--- config.mk ---
export PLATFORM = sky130hd
export DESIGN_NAME = keyboard_decoder
export DESIGN_NICKNAME = d
export VERILOG_FILES = /design/src/rtl/game_pkg.sv /design/src/rtl/ps2_rx.sv /design/src/rtl/keyboard_decoder.sv
export SDC_FILE = /design/constraint.sdc
export NUM_CORES = 1
export LEC_CHECK = 0
export BUFFER_PORTS_ARGS = -buffer_cell sky130_fd_sc_hd__buf_2
export CAP_MARGIN = 40
export CORE_UTILIZATION = 55
export DETAILED_ROUTE_END_ITERATION = 10
export GPL_TIMING_DRIVEN = 0
export MAX_ROUTING_LAYER = met4
export PLACE_DENSITY = 0.79
export SLEW_MARGIN = 20
export SYNTH_ARGS = -nofsm -noshare
export SYNTH_HDL_FRONTEND = slang
export SYNTH_HIERARCHICAL = 1
export SYNTH_SLANG_ARGS = --single-unit
--- constraint.sdc ---
create_clock -name clock -period 1.74 [get_ports clock]
set_input_delay 0.348 -clock clock [delete_from_list [all_inputs] [get_ports clock]]
set_output_delay 0.348 -clock clock [all_outputs]
set_load 0.005 [all_outputs]
--- src/rtl/game_pkg.sv ---
// rtl/game_pkg.sv - shared action codes, PS/2 scan codes and receiver state type
package game_pkg;

  typedef enum logic [2:0] {
    ACT_NONE   = 3'd0,
    ACT_UP     = 3'd1,
    ACT_DOWN   = 3'd2,
    ACT_LEFT   = 3'd3,
    ACT_RIGHT  = 3'd4,
    ACT_SELECT = 3'd5,
    ACT_HALF   = 3'd6,
    ACT_CANCEL = 3'd7
  } action_t;

  typedef enum logic [1:0] {
    RX_IDLE,
    RX_DATA,
    RX_PARITY,
    RX_STOP
  } rx_state_t;

  localparam logic [7:0] PS2_EXT   = 8'hE0;
  localparam logic [7:0] PS2_BRK   = 8'hF0;
  localparam logic [7:0] KEY_W     = 8'h1D;
  localparam logic [7:0] KEY_S     = 8'h1B;
  localparam logic [7:0] KEY_A     = 8'h1C;
  localparam logic [7:0] KEY_D     = 8'h23;
  localparam logic [7:0] KEY_SPACE = 8'h29;
  localparam logic [7:0] KEY_J     = 8'h3B;
  localparam logic [7:0] KEY_Z     = 8'h1A;
  localparam logic [7:0] KEY_ESC   = 8'h76;
  localparam logic [7:0] EXT_UP    = 8'h75;
  localparam logic [7:0] EXT_DOWN  = 8'h72;
  localparam logic [7:0] EXT_LEFT  = 8'h6B;
  localparam logic [7:0] EXT_RIGHT = 8'h74;

  // Extended and plain code spaces are disjoint: WASD after E0 is deliberately unmapped.
  function automatic action_t map_code(input logic i_ext, input logic [7:0] i_code);
    action_t w_act;
    w_act = ACT_NONE;
    if (i_ext) begin
      case (i_code)
        EXT_UP:    w_act = ACT_UP;
        EXT_DOWN:  w_act = ACT_DOWN;
        EXT_LEFT:  w_act = ACT_LEFT;
        EXT_RIGHT: w_act = ACT_RIGHT;
        default:   w_act = ACT_NONE;
      endcase
    end else begin
      case (i_code)
        KEY_W:     w_act = ACT_UP;
        KEY_S:     w_act = ACT_DOWN;
        KEY_A:     w_act = ACT_LEFT;
        KEY_D:     w_act = ACT_RIGHT;
        KEY_SPACE: w_act = ACT_SELECT;
        KEY_J:     w_act = ACT_SELECT;
        KEY_Z:     w_act = ACT_HALF;
        KEY_ESC:   w_act = ACT_CANCEL;
        default:   w_act = ACT_NONE;
      endcase
    end
    return w_act;
  endfunction

endpackage

--- src/rtl/ps2_rx.sv ---
// rtl/ps2_rx.sv - PS/2 pin synchroniser, frame receiver FSM and inter-edge timeout
module ps2_rx
  import game_pkg::*;
#(
  parameter int TIMEOUT_CYCLES = 100000,
  parameter int TIMEOUT_WIDTH  = 17
) (
  input  logic       i_clock,
  input  logic       i_reset,
  input  logic       i_ps2_clock,
  input  logic       i_ps2_data,
  output logic [7:0] o_byte_data,
  output logic       o_byte_valid,
  output logic       o_frame_error
);

  localparam logic [TIMEOUT_WIDTH-1:0] TIMEOUT_LAST = TIMEOUT_WIDTH'(TIMEOUT_CYCLES - 1);

  logic [2:0]               r_clk_sync;
  logic [1:0]               r_dat_sync;
  rx_state_t                r_state;
  rx_state_t                w_next_state;
  logic [7:0]               r_shift;
  logic [2:0]               r_bit_cnt;
  logic                     r_parity;
  logic [TIMEOUT_WIDTH-1:0] r_tcnt;
  logic                     r_byte_valid;
  logic                     r_frame_error;
  logic                     w_fall;
  logic                     w_bit;
  logic                     w_timeout;
  logic                     w_ok;
  logic                     w_err;

  assign w_fall    = r_clk_sync[2] & ~r_clk_sync[1];
  assign w_bit     = r_dat_sync[1];
  assign w_timeout = (r_state != RX_IDLE) && !w_fall && (r_tcnt == TIMEOUT_LAST);

  always_comb begin
    w_next_state = r_state;
    w_ok         = 1'b0;
    w_err        = 1'b0;
    if (w_timeout) begin
      w_next_state = RX_IDLE;
      w_err        = 1'b1;
    end else if (w_fall) begin
      case (r_state)
        RX_IDLE: begin
          if (!w_bit) w_next_state = RX_DATA;
          else        w_err        = 1'b1;
        end
        RX_DATA:   if (r_bit_cnt == 3'd7) w_next_state = RX_PARITY;
        RX_PARITY: w_next_state = RX_STOP;
        RX_STOP: begin
          w_next_state = RX_IDLE;
          // Odd parity: data plus parity bit must hold an odd number of ones.
          if (w_bit && (^{r_shift, r_parity})) w_ok  = 1'b1;
          else                                w_err = 1'b1;
        end
        default: w_next_state = RX_IDLE;
      endcase
    end
  end

  always_ff @(posedge i_clock) begin
    if (i_reset) begin
      r_clk_sync    <= 3'b111;
      r_dat_sync    <= 2'b11;
      r_state       <= RX_IDLE;
      r_shift       <= 8'd0;
      r_bit_cnt     <= 3'd0;
      r_parity      <= 1'b0;
      r_tcnt        <= '0;
      r_byte_valid  <= 1'b0;
      r_frame_error <= 1'b0;
    end else begin
      r_clk_sync    <= {r_clk_sync[1:0], i_ps2_clock};
      r_dat_sync    <= {r_dat_sync[0], i_ps2_data};
      r_state       <= w_next_state;
      r_byte_valid  <= w_ok;
      r_frame_error <= w_err;
      if (w_fall && !w_timeout) begin
        case (r_state)
          RX_IDLE: r_bit_cnt <= 3'd0;
          RX_DATA: begin
            r_shift   <= {w_bit, r_shift[7:1]};
            r_bit_cnt <= r_bit_cnt + 3'd1;
          end
          RX_PARITY: r_parity <= w_bit;
          default:   r_parity <= r_parity;
        endcase
      end
      if (w_fall || w_timeout || r_state == RX_IDLE) r_tcnt <= '0;
      else                                           r_tcnt <= r_tcnt + 1'b1;
    end
  end

  assign o_byte_data   = r_shift;
  assign o_byte_valid  = r_byte_valid;
  assign o_frame_error = r_frame_error;

endmodule

--- src/rtl/keyboard_decoder.sv ---
// rtl/keyboard_decoder.sv - strips E0/F0 prefixes and maps PS/2 make codes to game actions
module keyboard_decoder
  import game_pkg::*;
#(
  parameter int TIMEOUT_CYCLES = 100000,
  parameter int TIMEOUT_WIDTH  = 17
) (
  input  logic       clock,
  input  logic       reset,
  input  logic       ps2_clock,
  input  logic       ps2_data,
  output logic       keyboard_locker,
  output logic [2:0] keyboard_data,
  output logic       frame_error
);

  logic [7:0] w_byte_data;
  logic       w_byte_valid;
  logic       w_frame_error;
  action_t    w_action;
  logic       r_ext_flag;
  logic       r_brk_flag;
  logic       r_locker;
  logic [2:0] r_data;

  ps2_rx #(
    .TIMEOUT_CYCLES(TIMEOUT_CYCLES),
    .TIMEOUT_WIDTH (TIMEOUT_WIDTH)
  ) u_ps2_rx (
    .i_clock      (clock),
    .i_reset      (reset),
    .i_ps2_clock  (ps2_clock),
    .i_ps2_data   (ps2_data),
    .o_byte_data  (w_byte_data),
    .o_byte_valid (w_byte_valid),
    .o_frame_error(w_frame_error)
  );

  assign w_action = map_code(r_ext_flag, w_byte_data);

  always_ff @(posedge clock) begin
    if (reset) begin
      r_ext_flag <= 1'b0;
      r_brk_flag <= 1'b0;
      r_locker   <= 1'b0;
      r_data     <= 3'd0;
    end else begin
      r_locker <= 1'b0;
      if (w_frame_error) begin
        r_ext_flag <= 1'b0;
        r_brk_flag <= 1'b0;
      end else if (w_byte_valid) begin
        if (w_byte_data == PS2_EXT) begin
          r_ext_flag <= 1'b1;
        end else if (w_byte_data == PS2_BRK) begin
          r_brk_flag <= 1'b1;
        end else begin
          // A released key (break prefix seen) never produces an action.
          if (!r_brk_flag && w_action != ACT_NONE) begin
            r_data   <= w_action;
            r_locker <= 1'b1;
          end
          r_ext_flag <= 1'b0;
          r_brk_flag <= 1'b0;
        end
      end
    end
  end

  assign keyboard_locker = r_locker;
  assign keyboard_data   = r_data;
  assign frame_error     = w_frame_error;

endmodule

# Yosys cells after proc, flatten, opt, wreduce, memory -nomap -nowiden
# Cells that the tools add are included.
# totals
in_bits	4
register_bits	44
wordCells	90
# op_classes
eq_ne	22
add_sub_neg	2
bitwise_logic	8
n_reduce_logical	28
muxes	17
# ops
operator	count
equality test 8 x 7 -> 1 bit (second input constant)	5
equality test 8 x 5 -> 1 bit (second input constant)	4
equality test 8 x 6 -> 1 bit (second input constant)	3
case mux 3 bit (7 select lines)	1
adder 17 x 1 -> 17 bit (second input constant)	1
equality test 17 bit (second input constant)	1
equality test 8 bit (second input constant)	2
case mux 3 bit (4 select lines)	1
AND reduction 2 bit	5
2-to-1 mux 1 bit	9
parity 9 bit	1
case mux 2 bit (4 select lines)	1
OR reduction 2 bit	4
inverter 1 bit	7
case mux 3 bit (2 select lines)	1
logical AND 1 bit	5
AND reduction 5 bit	1
OR reduction 5 bit	1
equality test 2 bit (second input constant)	2
2-to-1 mux 2 bit	2
!= test 2 bit (second input constant)	2
nonzero test 2 bit	2
OR reduction 4 bit	1
adder 3 x 1 -> 3 bit (second input constant)	1
other kinds (11)	14

# Logic depth before layout (Yosys ltp)
# Gate-level depths: netlist of the first run.
# depth
ltp_word	8
mapped_depth	6

# Modules after synthesis
# The synthesis of the first run kept the hierarchy.
# modules_own_cells
mod	seq_area_each_um2	n_inst	cells_each	area_per_inst_um2
ps2_rx	760.7	1	183	1636.6
keyboard_decoder	120.1	1	83	704.4

# Least setup slack after synthesis of the first run
# No wires, ideal clock.
# synth_path
kind	register -> register
start	register u_ps2_rx.r_shift[2], in the netlist u_ps2_rx/o_byte_data[2]
end	register r_data[2], in the netlist keyboard_data[2]
t_required_ns	1.670
period_less_slack_ns	1.752
path_stages_with_launch	7
t_arrival_ns	1.683
path_buffers	1
setup_time_ns	0.070
setup_slack_ns	-0.012
path_cell_list	dfxtp_1 > buf_2 > nor4b_1 > o211a_1 > or3_1 > a221o_1 > a21oi_1
# synth_via
elab_chain_cells	7
word_cells_on_any_way	23
classes_between	eq/ne (14); mux (3); bitwise (2); reduce/logical (4)
# synth_rtl
item	line	text
start: declaration	ps2_rx.sv:23	logic [7:0] r_shift;
start signal: assignment	ps2_rx.sv:86	r_shift <= {w_bit, r_shift[7:1]};
equality test 8 x 6 -> 1 bit	game_pkg.sv:50	case (i_code)
OR reduction 2 bit (no source line)	-	
case mux 3 bit (7 select lines)	game_pkg.sv:50	
2-to-1 mux 3 bit	game_pkg.sv:41	if (i_ext) begin
nonzero test 3 bit	keyboard_decoder.sv:59	if (!r_brk_flag && w_action != ACT_NONE) begin
logical AND 1 bit	keyboard_decoder.sv:59	
AND reduction 5 bit (no source line)	-	
end signal: assignment	keyboard_decoder.sv:60	r_data <= w_action;
end: declaration	keyboard_decoder.sv:24	logic [2:0] r_data;
# Several ways; a longest one is shown, not always the timed one.
# A chain may end at the register's enable or synchronous reset.

# Worst setup path after layout of the first run
# layout_path
start	register u_ps2_rx.r_shift[0], in the netlist u_ps2_rx/o_byte_data[0]
end	register r_data[1], in the netlist keyboard_data[1]
# The elaborated chain is that of the path after synthesis.

==> key figures, run 1 <==
Yosys
  • Sequential share of the synthesized area: 37.6%
  • Number of enable-type register cells in the synthesized netlist: 0
  • Area fraction of the dominant cell type after synthesis: between 30% and 40%
  • Predominant post-synthesis flop cell: dfxtp_1
  • Number of register bits inferred by synthesis: 44
  • Synth Cell Area: 2340 sq um
  • Most frequent cell after synthesis: dfxtp_1
  • Cell types with the highest counts after synthesis: dfxtp_1, nand2_1, nor2_1
  • Most area-hungry cell type in the Yosys netlist: dfxtp_1
  • Post-synthesis instance total: 266
  • Distinct cells, synth: between 60 and 70
  • Synth Net Count: 278
  • Cell types occupying the most area after synthesis: dfxtp_1, nand2_1, nor2_1
  • Mean area per synthesized cell: 8.80 sq um
  • Post-synthesis async set-or-reset flop share: 0%
  • Yosys warnings: 6

Floorplan
  • Std-Cell Core Area: 4060 sq um
  • Vertical die dimension: 67.2 um
  • Starting Density: 57.7%
  • Standard-cell rows: 23
  • Number of placed I/O pins: 9
  • Die area: about 4500 sq um
  • Horizontal die dimension: 67.2 um

Timing
  • Maximum clock frequency: 562 MHz
  • Clock Skews: 12.6 ps
  • Final setup vio count: 3
  • Worst Setup Slack, final: -39.8 ps
  • Count of final max-slew check failures: 0
  • Relative slew slack: between 60% and 70%
  • Unrepaired setup endpoints after global routing: true
  • Hold Fails Final Rpt: 0
  • Post-route minimum period: ~1800 ps
  • Slew at the pin with the worst max-slew slack: between 400 and 500 ps
  • Period Utilization, post-route: 102%

Clocking
  • CTS Hold Buffers Added: 0
  • CTS tree: done
  • Clk Latency, worst-skew pair: 300 ps
  • Buffer type at the clock tree root: clkbuf_8
  • Worst-case clock buffer depth: 2
  • Clk pin slew, worst setup/hold paths: 90 ps
  • TritonCTS Buffers: 5
  • CTS H-tree depth: 2
  • TritonCTS Sinks: 44

Worst hold path
  • Worst min-delay path startpoint: ps2_data
  • Cell depth of the worst hold path: 2
  • Hold endpoint: u_ps2_rx/r_dat_sync[0]
  • Worst hold-check path type: in2reg

Flow run
  • Max Cap Violations: 0

Critical path
  • Cell type group with the largest total delay on the critical path: simple AND/OR/NAND/NOR gates
  • Critical path arrival: 2030 ps
  • Stage delay of the slowest cell on the critical path: 510 ps
  • Crit path max-delay cell type: or3b_2
  • FF-to-FF path depth: 5
  • Reg-to-reg startpoint: u_ps2_rx/o_byte_data[0]
  • Kind of end point of the critical path: register
  • Series of cell instances along the critical path: or3b_2 > a211oi_2 > or3_1 > and2_2 > o21ba_2
  • Worst path bufs/invs: 0
  • Critical setup path kind: reg2reg
  • Data required time of the critical path: 1990 ps
  • Setup slack on the worst flop-to-flop path: -40 ps
  • Worst-path fanout max: 11
  • Type of origin of the critical path: register
  • Worst r2r dst: keyboard_data[1]

Cells and area
  • Antenna cell count: 0
  • Share of layout cells above drive strength 1: 24.9%
  • Area grow syn2layout: 19.0%
  • Final layout net count: 308
  • Util after Layout: 68.6%
  • Count of non-filler cells in the finished layout: 347
  • Final cell area excluding filler cells: 2790 sq um

Place
  • Setup WS pre-CTS: -164 ps
  • Total placed instance area: 2450 sq um
  • Detailed placer's ending HPWL: 3.00 mm
  • Placed Instances: 324
  • Count of buffers from port buffering: 8
  • Placer's final routability congestion estimate: 0.877

Routing
  • Via Count: 2,009
  • Starting DRC count in detailed routing: 127
  • DRC Markers: 0
  • Vias per cell: 5.79
  • Pre-Repair DR Iteration Count: 4
  • Average routed wire per standard cell: 14.5 um
  • Wire length after detailed routing: around 5 mm
  • Count of nets left with antenna violations after detail routing: 0

GRT
  • Pin count of the biggest net entering global routing: 13
  • Vias in the first global route: 1,780
  • Tot GR Track Use: a little under a quarter
  • First-pass GRT wire length: slightly below 8 mm
  • Total grt overflow: 0
  • Number of antenna violations at the first check in global routing: 0

Status
  • Status: finished, violations left
  • Failing checks: setup timing

Pwr
  • Leakage: 1.07 nW
  • Switching part of the total: 21.1%
  • Areal power density over the cells: 610 nW/um^2
  • Net Sw Power: 0.359 mW
  • Combinational fraction of design power: 2.1%
  • Final Power: between 1.5 and 2 mW
  • Peak supply drop: around 0.44 mV
  • Relative contribution of the clock network to total power: about two fifths
  • Internal Dissipation: 1.34 mW
  • Proportion of power drawn by flip-flops and latches: 59.2%
[final cells by class]
cell class | count | area (sq um)
Timing Repair Buffer | 25 | 186
Tap cell | 50 | 62.6
Buffer | 9 | 65.1
Sequential cell | 44 | 906
Fill cell | 297 | 1270
Multi-Input combinational cell | 201 | 1440
Clock buffer | 8 | 90.1
Inverter | 10 | 37.5
[routing by layer]
layer	up-vias	track usage (%)	share of wire (%)
met5	-	-	0
met4	0	8.51	1.6
li1	992	-	-
met1	949	28.7	48
met3	9	5.91	4.0
met2	59	36.9	46
[repair_timing]
action                     4_1_cts  5_1_grt
pin swaps                        7       12
gates cloned                     0        0
setup endpoints to repair       14       17
setup buffers                    9        8
gates resized for setup         20       22
[worst max-delay path by stage]
stage                     cells after the start  slack, ps               end               startpoint
after floorplan                               6        0.3  keyboard_data[2]  u_ps2_rx/o_byte_data[6]
after global placement                        6       -170  keyboard_data[2]  u_ps2_rx/o_byte_data[2]
after detailed placement                      6       -160  keyboard_data[2]  u_ps2_rx/o_byte_data[2]
after CTS                                     6         -9  keyboard_data[2]  u_ps2_rx/o_byte_data[3]
after global routing                          7        -90  keyboard_data[2]  u_ps2_rx/o_byte_data[2]
final                                         5        -40  keyboard_data[1]  u_ps2_rx/o_byte_data[0]
[cell families after synthesis]
group / Yosys count / share of synthesized area, %
AO/OA/AOI/OAI: 42 / 13.2
XOR/XNOR: 24 / 9.57
adder cells (fa/ha/maj): 8 / 4.28
buffers and inverters: 21 / 4.33
flip-flops: 44 / 37.6
multiplexers: 1 / 0.428
AND/OR/NAND/NOR: 126 / 30.6
[worst reg2reg max path, cell delays in order (launching register included)]
cell and delay, ps:
dfxtp_4 400, or3b_2 510, a211oi_2 380, or3_1 190, and2_2 130, o21ba_2 120
[state kept, by name, summed over array words and instances (netlist names)]
| name | count |
|---|---|
| u_ps2_rx/o_byte_valid | 1 |
| r_ext_flag | 1 |
| u_ps2_rx/o_frame_error | 1 |
| u_ps2_rx/r_bit_cnt | 3 |
| keyboard_locker | 1 |
| u_ps2_rx/r_state | 2 |
| u_ps2_rx/r_clk_sync | 3 |
| u_ps2_rx/r_parity | 1 |
| u_ps2_rx/r_tcnt | 17 |
| u_ps2_rx/r_dat_sync | 2 |
| r_brk_flag | 1 |
| u_ps2_rx/o_byte_data | 8 |
| keyboard_data | 3 |
[layout by cell type, fill, tap and decap left out, types with 8 or more instances in the layout]
| master | n |
|---|---|
| nor2_1 | 30 |
| xor2_1 | 12 |
| xnor2_1 | 10 |
| a21oi_1 | 14 |
| ha_1 | 8 |
| dfxtp_1 | 36 |
| nand2_1 | 29 |
| buf_2 | 9 |
| inv_1 | 10 |
| buf_4 | 12 |
| nand3_1 | 10 |
[power groups by stage]
stage	Clock [mW]	Combinational [mW]	Sequential (mW)
floorplan	0	0.0224	1.04
global placement	0	0.0333	1.04
detailed placement	0	0.0344	1.04
CTS	0.675	0.0346	1.01
global route	0.723	0.0398	1.01
finish	0.658	0.0360	1.01
[per-stage QoR]
step	TNS, ps	hold WS [ps]
finish	-84.2	236
global route	-258	224
CTS	-11.3	227
detailed placement	-952	394
global placement	-751	394
floorplan	0	389
Note: power is estimated with default switching activity, not from simulation.
==> run 2, diff against run 1 <==
--- a/config.mk
+++ b/config.mk
@@ -15,5 +15,4 @@
 export SLEW_MARGIN = 20
 export SYNTH_ARGS = -nofsm -noshare
 export SYNTH_HDL_FRONTEND = slang
-export SYNTH_HIERARCHICAL = 1
 export SYNTH_SLANG_ARGS = --single-unit
==> run 2 against run 1 <==
The run now ends clean. Sequential share of layout area rose by 1.1 points. Sequential power barely moved. Die area fell by 4.2%. Synthesized area fell by 4.3%. Critical path depth rose by 1. Total power rose by 7.2%. Count of clock-buffer cells in the layout fell by 2. Global-route usage fell by 0.050 points. Critical endpoint is now u_ps2_rx.r_tcnt[8]. Largest power group unchanged.
==> key figures, run 2 <==
Status
  • Status: finished, final reports clean

Routing
  • Vias per cell: 5.65
  • Wire length after detailed routing: 4.60 mm
  • Via Count: 1,876
  • Pre-Repair DR Iteration Count: 4
  • Count of nets left with antenna violations after detail routing: 0
  • Starting DRC count in detailed routing: ~130
  • Average routed wire per standard cell: 13.8 um
  • DRC Markers: 0

Worst hold path
  • Worst hold-check path type: in2reg

Place
  • Placer's final routability congestion estimate: 0.851
  • Total placed instance area: 2340 sq um
  • Detailed placer's ending HPWL: roughly 2.9 mm
  • Count of buffers from port buffering: 7

Clocking
  • Clk pin slew, worst setup/hold paths: roughly 80 ps
  • TritonCTS Sinks: 44
  • Clk Latency, worst-skew pair: about 300 ps
  • CTS tree: done
  • Worst-case clock buffer depth: 2
  • Buffer type at the clock tree root: clkbuf_8
  • CTS H-tree depth: 2
  • CTS Hold Buffers Added: 0
  • TritonCTS Buffers: 5

Pwr
  • Peak supply drop: between 0.6 and 0.7 mV
  • Final Power: 1.82 mW
  • Proportion of power drawn by flip-flops and latches: 55.7%
  • Relative contribution of the clock network to total power: a little over two fifths
  • Internal Dissipation: 1.45 mW
  • Leakage: 0.912 nW
  • Areal power density over the cells: between 600 and 700 nW/um^2
  • Net Sw Power: 0.371 mW
  • Combinational fraction of design power: 2.0%
  • Switching part of the total: 20.3%

Yosys
  • Distinct cells, synth: between 50 and 60
  • Post-synthesis async set-or-reset flop share: 0%
  • Number of register bits inferred by synthesis: 44
  • Synth Net Count: 267
  • Number of enable-type register cells in the synthesized netlist: 0
  • Sequential share of the synthesized area: 39.3%
  • Mean area per synthesized cell: a little under 9 sq um
  • Post-synthesis instance total: ~260
  • Cell types with the highest counts after synthesis: dfxtp_1, nand2_1, nor2_1
  • Synth Cell Area: 2240 sq um
  • Most frequent cell after synthesis: dfxtp_1
  • Most area-hungry cell type in the Yosys netlist: dfxtp_1
  • Cell types occupying the most area after synthesis: dfxtp_1, nand2_1, ha_1
  • Yosys warnings: 0
  • Predominant post-synthesis flop cell: dfxtp_1
  • Area fraction of the dominant cell type after synthesis: 39.3%

GRT
  • Global-route track usage on met1: between 20 and 30%
  • Met3 Resource Use GR: 5.34%
  • Total grt overflow: 0
  • Vias in the first global route: 1,757
  • Number of antenna violations at the first check in global routing: 0
  • Pin count of the biggest net entering global routing: 14
  • Most congested layer reported by global routing: met2
  • Met2 usage in global routing: 37.4%
  • First-pass GRT wire length: 7.56 mm
  • Tot GR Track Use: 23.3%

Cells and area
  • Leading cell type in the layout, fill and taps excluded: dfxtp_1
  • Final layout net count: between 200 and 300
  • Register with the most flip-flops: u_ps2_rx.r_tcnt
  • Util after Layout: 69.8%
  • Antenna cell count: 0
  • Share of layout cells above drive strength 1: a little over a fifth
  • Commonest cells after routing, fill and taps aside: dfxtp_1, nand2_1, nor2_1
  • Final cell area excluding filler cells: 2630 sq um
  • Area grow syn2layout: 17.5%
  • Largest register FFs: 17

Floorplan
  • Std-Cell Core Area: 3770 sq um
  • Standard-cell rows: 22
  • Starting Density: approximately three fifths
  • Horizontal die dimension: 65.8 um
  • Die area: 4330 sq um
  • Number of placed I/O pins: 9
  • Vertical die dimension: around 66 um

Timing
  • Unrepaired setup endpoints after global routing: true
  • Worst hold slack: 234 ps
  • Relative slew slack: 70.4%
  • Hold Fails Final Rpt: 0
  • Aggregate negative setup slack: 0 ps
  • Maximum clock frequency: 587 MHz
  • Period Utilization, post-route: between 90% and 100%
  • Post-route minimum period: 1700 ps
  • Final setup vio count: 0
  • Clock Skews: about 8.7 ps
  • Count of final max-slew check failures: 0
  • Slew at the pin with the worst max-slew slack: 444 ps

Critical path
  • Cell type group with the largest total delay on the critical path: simple AND/OR/NAND/NOR gates
  • Crit path max-delay cell type: or4b_4
  • Kind of end point of the critical path: register
  • Series of cell instances along the critical path: ha_4 > and2_4 > or4b_4 > o21ai_4 > buf_6 > nor2_1
  • Worst-path fanout max: 5
  • Critical path arrival: 1900 ps
  • Data required time of the critical path: between 1500 and 2000 ps
  • Critical setup path kind: reg2reg
  • Stage delay of the slowest cell on the critical path: 490 ps
  • Type of origin of the critical path: register
  • Worst path bufs/invs: 1

Flow run
  • Max Cap Violations: 0
[run 2: changes by cell type in the layout (fill, tap and decap cells not counted), sizes merged, moves of 4 or more]
cell / change
nor2: -9
nor3: +5
nor4b: -4
xor2: -4
[run 2: metal layers]
metal	wire length (um)	share of wire, %
met1	2240	49
met2	2120	46
met3	183	4.0
met4	52	1.1
met5	0	0
[run 2: per-stage QoR]
step	instances	worst slack, ps
floorplan	256	49.2
global placement	311	-129
detailed placement	311	-164
CTS	322	16.8
global route	332	-76.4
finish	332	37.5
[run 2: cell type report]
type / count / area [sq um]
Buffer: 13 / 101
Clock buffer: 6 / 72.6
Clock inverter: 2 / 35.0
Fill cell: 295 / 1140
Inverter: 10 / 37.5
Multi-Input combinational cell: 188 / 1290
Sequential cell: 44 / 886
Tap cell: 48 / 60.1
Timing Repair Buffer: 21 / 148
[run 2: cells by family (layout without fill, tap and decap cells)]
kind of cell,Yosys count,count (layout),share of synthesized area [%]
flip-flops,44,44,39.3
XOR/XNOR,19,19,8.04
AND/OR/NAND/NOR,114,114,27.7
buffers and inverters,24,52,5.75
multiplexers,1,1,0.447
adder cells (fa/ha/maj),7,7,3.91
AO/OA/AOI/OAI,47,47,14.8
[run 2: worst register-to-register path: stages, from the launching register on]
cell     delay (ps)
dfxtp_2         370
ha_4            150
and2_4          150
or4b_4          490
o21ai_4         230
buf_6           160
nor2_1           50
[run 2: power groups by stage]
stage               Combinational, mW  Clock, mW  Sequential (mW)
floorplan                      0.0253          0             1.04
global placement               0.0345          0             1.04
detailed placement             0.0354          0             1.04
CTS                            0.0367      0.787             1.01
global route                   0.0418      0.823             1.02
finish                         0.0371      0.771             1.02
[run 2: path summary, 6_finish.rpt]
check / from / end / slack (ps) / depth (start not counted)
max: u_ps2_rx.r_tcnt[0] / u_ps2_rx.r_tcnt[8] / 40 / 6
max reg2reg: u_ps2_rx.r_tcnt[0] / u_ps2_rx.r_tcnt[8] / 40 / 6
min reg2reg: u_ps2_rx.r_dat_sync[0] / u_ps2_rx.r_dat_sync[1] / 410 / 1
min: ps2_clock / u_ps2_rx.r_clk_sync[0] / 230 / 2
[run 2: repair_timing]
action                                 4_1_cts  5_1_grt
pin swaps                                    2        8
resized for setup                           10       12
cloned                                       1        0
setup endpoints to repair                   21       27
buffers inserted                             2       11
endpoints found under the hold margin        0        0
